`src/rtl/mdu_pkg.sv`:
```
// Shared types for the multiply/divide unit: op encodings, datapath opcodes, FSM state.
// The accumulate ops (madd/msub) are only active when MDU_MADD_EN is defined.
package mdu_pkg;

  localparam int CNT_W = 6;

  typedef enum logic [2:0] {
    OP_MULT  = 3'b000,
    OP_MULTU = 3'b001,
    OP_DIV   = 3'b010,
    OP_DIVU  = 3'b011,
    OP_MTHI  = 3'b100,
    OP_MTLO  = 3'b101,
    OP_MADD  = 3'b110,
    OP_MSUB  = 3'b111
  } mdu_op_e;

  typedef enum logic [1:0] {
    A2_MULTU = 2'b00,
    A2_MULT  = 2'b01,
    A2_DIVU  = 2'b10,
    A2_DIV   = 2'b11
  } alu2_op_e;

  typedef enum logic {
    ST_IDLE = 1'b0,
    ST_RUN  = 1'b1
  } mdu_state_e;

  // madd/msub reuse the signed multiplier
  function automatic alu2_op_e alu2_enc(input mdu_op_e o);
    alu2_op_e r;
    case (o)
      OP_MULTU: r = A2_MULTU;
      OP_DIV:   r = A2_DIV;
      OP_DIVU:  r = A2_DIVU;
      default:  r = A2_MULT;
    endcase
    return r;
  endfunction

endpackage

```
`src/rtl/mdu_lat_cnt.sv`:
```
// Latency down-counter for the mul/div unit: loaded on acceptance, saturates at zero.
module mdu_lat_cnt
  import mdu_pkg::*;
(
  input  logic             clk,
  input  logic             rst,
  input  logic             load,
  input  logic [CNT_W-1:0] value,
  input  logic             dec,
  output logic             zero
);

  logic [CNT_W-1:0] count_r;

  // count register: reload wins over decrement, never wraps below zero
  always_ff @(posedge clk) begin
    if (rst) begin
      count_r <= {CNT_W{1'b0}};
    end else if (load) begin
      count_r <= value;
    end else if (dec && (count_r != {CNT_W{1'b0}})) begin
      count_r <= count_r - {{(CNT_W-1){1'b0}}, 1'b1};
    end else begin
      count_r <= count_r;
    end
  end

  assign zero = (count_r == {CNT_W{1'b0}});

endmodule

```
`src/rtl/mdu_ctrl.sv`:
```
// Multiply/divide control: IDLE/RUN FSM, latched datapath operands and HI/LO registers.
// Define MDU_MADD_EN to enable madd/msub accumulation into {hi,lo}.
module mdu_ctrl
  import mdu_pkg::*;
#(
  parameter int MUL_LAT = 4,
  parameter int DIV_LAT = 33
) (
  input  logic        clk,
  input  logic        rst,
  input  logic        start,
  input  logic [2:0]  op,
  input  logic [31:0] a,
  input  logic [31:0] b,
  input  logic        cancel,
  output logic [31:0] alu2_a,
  output logic [31:0] alu2_b,
  output logic [1:0]  alu2_op,
  input  logic [63:0] alu2_c,
  output logic        busy,
  output logic        done,
  output logic [31:0] hi,
  output logic [31:0] lo
);

  localparam logic [CNT_W-1:0] MUL_LOAD = CNT_W'(MUL_LAT - 1);
  localparam logic [CNT_W-1:0] DIV_LOAD = CNT_W'(DIV_LAT - 1);

  mdu_state_e       state_r;
  mdu_op_e          op_s;
  logic             acc_r;
  logic             sub_r;
  logic             accept_s;
  logic             divz_s;
  logic             acc_s;
  logic             sub_s;
  logic             wr_hi_s;
  logic             wr_lo_s;
  logic [CNT_W-1:0] load_val_s;
  logic             cnt_zero_s;
  logic [63:0]      hilo_next_s;

  assign op_s = mdu_op_e'(op);

  // decode a start request seen in IDLE; cancel drops it entirely
  always_comb begin
    accept_s   = 1'b0;
    divz_s     = 1'b0;
    acc_s      = 1'b0;
    sub_s      = 1'b0;
    wr_hi_s    = 1'b0;
    wr_lo_s    = 1'b0;
    load_val_s = MUL_LOAD;
    if ((state_r == ST_IDLE) && start && !cancel) begin
      case (op_s)
        OP_MULT, OP_MULTU: accept_s = 1'b1;
        OP_DIV, OP_DIVU: begin
          load_val_s = DIV_LOAD;
          if (b == 32'd0) begin
            divz_s = 1'b1;
          end else begin
            accept_s = 1'b1;
          end
        end
        OP_MTHI: wr_hi_s = 1'b1;
        OP_MTLO: wr_lo_s = 1'b1;
        OP_MADD, OP_MSUB: begin
`ifdef MDU_MADD_EN
          accept_s = 1'b1;
          acc_s    = 1'b1;
          sub_s    = (op_s == OP_MSUB);
`else
          accept_s = 1'b0;
`endif
        end
        default: accept_s = 1'b0;
      endcase
    end else begin
      accept_s = 1'b0;
    end
  end

  // completion value: plain result or 64-bit modulo accumulate
  always_comb begin
    if (acc_r) begin
      if (sub_r) begin
        hilo_next_s = {hi, lo} - alu2_c;
      end else begin
        hilo_next_s = {hi, lo} + alu2_c;
      end
    end else begin
      hilo_next_s = alu2_c;
    end
  end

  mdu_lat_cnt u_lat_cnt (
    .clk   (clk),
    .rst   (rst),
    .load  (accept_s),
    .value (load_val_s),
    .dec   (state_r == ST_RUN),
    .zero  (cnt_zero_s)
  );

  // FSM with registered busy/done, datapath operand latches and HI/LO
  always_ff @(posedge clk) begin
    if (rst) begin
      state_r <= ST_IDLE;
      busy    <= 1'b0;
      done    <= 1'b0;
      hi      <= 32'd0;
      lo      <= 32'd0;
      alu2_a  <= 32'd0;
      alu2_b  <= 32'd0;
      alu2_op <= 2'b00;
      acc_r   <= 1'b0;
      sub_r   <= 1'b0;
    end else begin
      done <= 1'b0;
      case (state_r)
        ST_IDLE: begin
          if (accept_s) begin
            state_r <= ST_RUN;
            busy    <= 1'b1;
            alu2_a  <= a;
            alu2_b  <= b;
            alu2_op <= alu2_enc(op_s);
            acc_r   <= acc_s;
            sub_r   <= sub_s;
          end else if (divz_s) begin
            done <= 1'b1;
          end else if (wr_hi_s) begin
            hi <= a;
          end else if (wr_lo_s) begin
            lo <= a;
          end else begin
            state_r <= ST_IDLE;
          end
        end
        ST_RUN: begin
          // cancel beats completion in the same cycle
          if (cancel) begin
            state_r <= ST_IDLE;
            busy    <= 1'b0;
          end else if (cnt_zero_s) begin
            {hi, lo} <= hilo_next_s;
            done     <= 1'b1;
            state_r  <= ST_IDLE;
            busy     <= 1'b0;
          end else begin
            state_r <= ST_RUN;
          end
        end
        default: begin
          state_r <= ST_IDLE;
          busy    <= 1'b0;
        end
      endcase
    end
  end

endmodule

```
`config.mk`:
```
export PLATFORM = sky130hd
export DESIGN_NAME = mdu_ctrl
export DESIGN_NICKNAME = d
export VERILOG_FILES = /design/src/rtl/mdu_pkg.sv /design/src/rtl/mdu_lat_cnt.sv /design/src/rtl/mdu_ctrl.sv
export SDC_FILE = /design/constraint.sdc
export NUM_CORES = 1
export LEC_CHECK = 0
export CELL_PAD_IN_SITES_DETAIL_PLACEMENT = 0
export CELL_PAD_IN_SITES_GLOBAL_PLACEMENT = 1
export CORE_UTILIZATION = 35
export CTS_CLUSTER_SIZE = 16
export DETAILED_ROUTE_END_ITERATION = 8
export GPL_ROUTABILITY_DRIVEN = 0
export GPL_TIMING_DRIVEN = 0
export PLACE_DENSITY = 0.93
export SLEW_MARGIN = 20
export SYNTH_ARGS = -nofsm -noshare
export SYNTH_HDL_FRONTEND = slang
export SYNTH_SLANG_ARGS = --single-unit
```
`constraint.sdc`:
```
create_clock -name clk -period 4.7 [get_ports clk]
set_input_delay 1.175 -clock clk [delete_from_list [all_inputs] [get_ports clk]]
set_output_delay 1.175 -clock clk [all_outputs]
set_load 0.005 [all_outputs]
```
# Yosys cells after proc, flatten, opt, wreduce, memory -nomap -nowiden
# Index checks and enable logic that the tools add are counted.
# op_classes
n_reduce_logical	15
n_addsub	1
n_bitwise	1
muxes	41
eq_ne	14
# op_table
op	count
$mux 32	11
$pmux 32 s2	2
$logic_not 32->1	1
$mux 6	4
$mux 1	19
$ne 2x2->1 const B	7
$pmux 1 s2	4
$eq 3x2->1 const B	2
$eq 3x3->1 const B	2
$logic_not 6->1	1
$pmux 2 s3	1
$reduce_and 6->1	1
$reduce_bool 6->1	1
$sub 6x1->6 const B	1
$reduce_and 5->1	1
$reduce_and 2->1	2
$reduce_or 2->1	2
$eq 3x1->1 const B	1
$logic_and 1x1->1	3
$logic_not 3->1	1
$ne 3x2->1 const B	1
$ne 2x1->1 const B	1
$reduce_bool 2->1	1
$logic_not 1->1	1
$not 1->1	1
# totals
input_bits	135
output_inout_bits	132
register_bits	139
word_cells	81

# Logic depth before layout (Yosys ltp)
# logic_depth
depth_word	9
ltp_mapped	8
mapped_depth_nobuf	6

# Modules after synthesis
# From an unflattened synthesis, not the netlist that was laid out.
# unflattened
cells_unflattened	781
hier_area_um2	7084.3
# modules_own_cells
module	seq_area_each_um2	instances	cells_each	area_per_inst_um2
mdu_ctrl	2662.6	1	739	6712.7
mdu_lat_cnt	120.1	1	42	371.6

# Least setup slack after synthesis
# Ideal clock, no wire load.
# synth_path
kind	input port to flip-flop
from	in cancel
to	reg lo[10]
t_required_ns	4.554
stages	6
arrival_time_ns	2.387
setup_ns	0.146
path_buffers	2
slack_ns	2.167
path_cell_list	or3b_1 nor4_2 or2_1 buf_2 buf_4 a211oi_2
# synth_via
elab_chain_len	5
elab_cells_between_ends	12
classes_between	5 x eq/ne; 4 x mux; 3 x reduce/logical
# synth_rtl
element	line	source
from (decl)	mdu_ctrl.sv:15	input logic cancel,
$logic_not 1->1	mdu_ctrl.sv:54	if ((state_r == ST_IDLE) && start && !cancel) begin
$logic_and 1x1->1	mdu_ctrl.sv:54	
$mux 1	mdu_ctrl.sv:54	
$ne 2x2->1 (no line)	--	
$reduce_and 6->1 (no line) (*)	--	
to (signal assigned)	mdu_ctrl.sv:146	{hi, lo} <= hilo_next_s;
to (decl)	mdu_ctrl.sv:23	output logic [31:0] lo
# Mark *: on every way between the ends. The rest lies on a longest branch, timed or not.
# A chain may end at the register's enable or synchronous reset.

# Final worst setup path
# layout_path
from	in cancel
to	reg lo[27]
# The elaborated chain is that of the path after synthesis.

==> metrics.txt <==
# TYPE chip_impl_metric gauge
chip_impl_info{name="status",value="finished, final reports clean"} 1
chip_impl_metric{name="route.detailed.drc",unit=""} 0
chip_impl_info{name="rr_startpoint",value="state_r"} 1
chip_impl_info{name="min_from",value="alu2_op[1]"} 1
chip_impl_metric{name="place_ws",unit="ns"} 0.765
chip_impl_metric{name="drt-pass1-iter-count",unit=""} 5
chip_impl_metric{name="nNetsFinal",unit=""} 1129
chip_impl_metric{name="grt_start_max_net_pins",unit=""} 17
chip_impl_info{name="holdCritPathClass",value="reg -> reg"} 1
chip_impl_metric{name="post-route-period-util",unit=""} 0.754
chip_impl_info{name="worst-setup-path-type",value="in -> reg"} 1
chip_impl_metric{name="antenna_cells_inserted",unit=""} 0
chip_impl_metric{name="synth.yosys.warnings",unit=""} 0
chip_impl_metric{name="first_global_vias",unit=""} 6843
chip_impl_metric{name="final.setup.tns",unit="ns"} 0
chip_impl_info{name="layout.cells.most_common",value="clkdlybuf4s50_1"} 1
chip_impl_metric{name="synth.lib_cells_used.distinct",unit=""} 42
chip_impl_metric{name="via_per_inst",unit=""} 5.59
chip_impl_info{name="startpoint_type",value="input port"} 1
chip_impl_metric{name="fraction_of_final_layout_cells_with_drive_strength_greater_than_1",unit=""} 0.118
chip_impl_metric{name="finalWirelength",unit="um"} 25900
chip_impl_metric{name="finish.cell_count_without_fillers",unit=""} 1270
chip_impl_metric{name="cpPeakStageDelay",unit="ns"} 0.81
chip_impl_info{name="worstPathCellList",value="clkdlybuf4s50_1 > or3b_1 > nor4_2 > or2_1 > buf_2 > buf_4 > a211oi_2"} 1
chip_impl_metric{name="clkSlewWorstSetupHoldPaths",unit="ns"} 0.06
chip_impl_metric{name="dr_total_vias",unit=""} 7097
chip_impl_metric{name="clock.fmax",unit="GHz"} 0.282
chip_impl_metric{name="hold-worst-slack",unit="ns"} 0.460
chip_impl_metric{name="critical_path_peak_fanout",unit=""} 10
chip_impl_metric{name="rr_worst_depth",unit=""} 6
chip_impl_metric{name="placement_rows",unit=""} 51
chip_impl_metric{name="power.static_leakage",unit="nW"} 3.51
chip_impl_metric{name="design.portCount",unit=""} 267
chip_impl_metric{name="post-route-min-period",unit="ns"} 3.54
chip_impl_metric{name="final_core_utilization",unit=""} 0.548
chip_impl_metric{name="dpl_cell_area",unit="um^2"} 9950
chip_impl_metric{name="grt_use_total",unit=""} 0.250
chip_impl_metric{name="core-area",unit="um^2"} 19500
chip_impl_metric{name="die_h",unit="um"} 143
chip_impl_metric{name="synth.avg_cell_area",unit="um^2"} 9.83
chip_impl_metric{name="post_synthesis_net_count",unit=""} 845
chip_impl_info{name="cp_top_family",value="simple AND/OR/NAND/NOR gates"} 1
chip_impl_metric{name="die_w",unit="um"} 143
chip_impl_metric{name="netlist.area_leader.share",unit=""} 0.399
chip_impl_info{name="tritoncts_clock_tree",value="done"} 1
chip_impl_metric{name="yosys_register_bits",unit=""} 139
chip_impl_metric{name="clock_latency",unit="ns"} 0.43
chip_impl_metric{name="worstPathBufferInverterCount",unit=""} 3
chip_impl_metric{name="synthCells",unit=""} 709
chip_impl_metric{name="mappedNetlistArea",unit="um^2"} 6970
chip_impl_metric{name="cp_data_required_time",unit="ns"} 4.98
chip_impl_metric{name="drv_slew",unit=""} 0
chip_impl_metric{name="globalRoute.totalOverflow",unit=""} 0
chip_impl_info{name="grt_setup_unrepaired",value="false"} 1
chip_impl_metric{name="ant_nets",unit=""} 0
chip_impl_metric{name="worstHoldPathCells",unit=""} 2
chip_impl_metric{name="synth_seq_area_share",unit=""} 0.399
chip_impl_metric{name="post_cts_resize_count",unit=""} 0
chip_impl_metric{name="timing_worst_slew_pin_value",unit="ns"} 1.06
chip_impl_info{name="worstReg2RegEnd",value="lo[27]"} 1
chip_impl_metric{name="worst-r2r-setup-slack",unit="ns"} 2.23
chip_impl_metric{name="worst_clock_skew",unit="ns"} 0.00668
chip_impl_metric{name="floorplan.initialDensity",unit=""} 0.358
chip_impl_metric{name="wire_length_of_the_first_global_routing_pass",unit="um"} 38800
chip_impl_info{name="synth_top_area_cell",value="dfxtp_1"} 1
chip_impl_metric{name="dpl.cell_count",unit=""} 1239
chip_impl_info{name="critPathCaptureType",value="flop"} 1
chip_impl_info{name="final_cell_mix",value="clkdlybuf4s50_1, dfxtp_1, mux2i_1"} 1
chip_impl_metric{name="cts_buffers",unit=""} 17
chip_impl_metric{name="slew_headroom",unit=""} 0.289
chip_impl_info{name="cts-root-buf",value="clkbuf_16"} 1
chip_impl_metric{name="detailedRoute.firstIterationViolations",unit=""} 467
chip_impl_metric{name="syn_to_final_growth",unit="%"} 53.1
chip_impl_metric{name="fillCellCount",unit=""} 1778
chip_impl_info{name="synth.top_cells.by_area",value="dfxtp_1, mux2i_1, a211oi_2, nor3_1, o2bb2ai_1"} 1
chip_impl_metric{name="antenna_found_initial",unit=""} 1
chip_impl_info{name="worstHoldEndpoint",value="alu2_op[1]"} 1
chip_impl_info{name="critical-path-slowest-cell",value="nor4_2"} 1
chip_impl_metric{name="timing.final.setup_violations",unit=""} 0
chip_impl_metric{name="clkSinkCount",unit=""} 139
chip_impl_metric{name="cts.path.max_buffers",unit=""} 2
chip_impl_metric{name="layout.cell_area.non_filler",unit="um^2"} 10700
chip_impl_metric{name="cts_hold_repair.buffers",unit=""} 0
chip_impl_metric{name="layout_setup_ws",unit="ns"} 1.16
chip_impl_metric{name="pwr_density_cell",unit="nW/um^2"} 319
chip_impl_metric{name="hold_violations",unit=""} 0
chip_impl_metric{name="cts_setup_buffers",unit=""} 0
chip_impl_metric{name="h-tree-depth",unit=""} 4
chip_impl_metric{name="die_area",unit="um^2"} 20500
chip_impl_metric{name="maxCapViolations",unit=""} 0
chip_impl_metric{name="worstPathArrival",unit="ns"} 3.82
chip_impl_metric{name="post_drt_wl_per_cell",unit="um"} 20.4
chip_impl_metric{name="max-vdd-ir-drop",unit="uV"} 252
chip_impl_metric{name="report.power.total",unit="mW"} 3.40
chip_impl_metric{name="port_buffers",unit=""} 265
chip_impl_metric{name="hpwl",unit="um"} 19100
[flip-flops by register name (all words and copies together) (netlist names)]
register	cells
done	1
hi	32
alu2_a	32
busy	1
state_r	1
lo	32
alu2_b	32
alu2_op	2
u_lat_cnt.count_r	6
[layer usage]
layer  GRT usage  vias up  wire length (um)
met5           0        -                13
met4       0.115        2               898
met3      0.0708       56              2370
met2       0.406      323             11900
met1       0.306     3377             10700
li1            -     3339                 -
[synthesized netlist by cell type, drive strengths merged]
master and number:
a31oi 2, dfxtp 139, or2 2, or3 1, ha 1, nand2b 1
o21ai 4, nand3 1, nor2 5, inv 7, mux2i 96, or4b 1
o311ai 1, or3b 1, nor4b 2, a311oi 1, a21oi 35, nor4 11
o211ai 34, nand4 3, o21a 1, o221ai 33, buf 35, or4 2
nor2b 2, and3 33, o31ai 1, nand2 36, o2bb2ai 35, clkbuf 43
a21boi 1, nor3 69, and4 2, a211oi 68
[worst register-to-register path, cell delays in order (launching register included)]
cell	delay [ns]
dfxtp_1	0.30
or3b_1	0.42
nor4_2	0.81
or2_1	0.19
buf_2	0.25
buf_4	0.27
a211oi_2	0.09
[cell type report]
cell class,count,area (um^2),area share
sequential,139,2780,0.261
tap,265,332,0.0311
buffer,78,390,0.0366
timing repair buffer,265,2650,0.249
inverter,7,26.3,0.00246
clock inverter,10,235,0.0220
multi-input combinational,485,3770,0.353
clock buffer,21,480,0.0450
[kinds of logic (layout without fill, tap and decap cells)]
group	count (synthesis)	in the layout	synth area share
buf+inv	85	381	0.0598
compound gates	216	216	0.266
simple gates	172	172	0.135
flops	139	139	0.399
mux	96	96	0.138
fa+ha+maj	1	1	0.00179
[where the power goes]
| group | internal, mW | total, mW | switching, mW |
|---|---|---|---|
| clock | 1.10 | 1.65 | 0.541 |
| combinational | 0.271 | 0.492 | 0.221 |
| sequential | 1.23 | 1.26 | 0.0334 |
| total | 2.60 | 3.40 | 0.796 |
[worst max path at each step]
stage / cells after the start / start / slack (ns) / endpoint
finish: 7 / cancel / 1.16 / lo[27]
global route: 7 / cancel / 1.15 / lo[26]
CTS: 7 / cancel / 1.21 / lo[21]
detailed placement: 7 / cancel / 0.77 / lo[21]
global placement: 7 / cancel / 0.79 / lo[18]
floorplan: 6 / cancel / 2.17 / lo[10]
No activity file was read; power rests on OpenSTA's default activity.
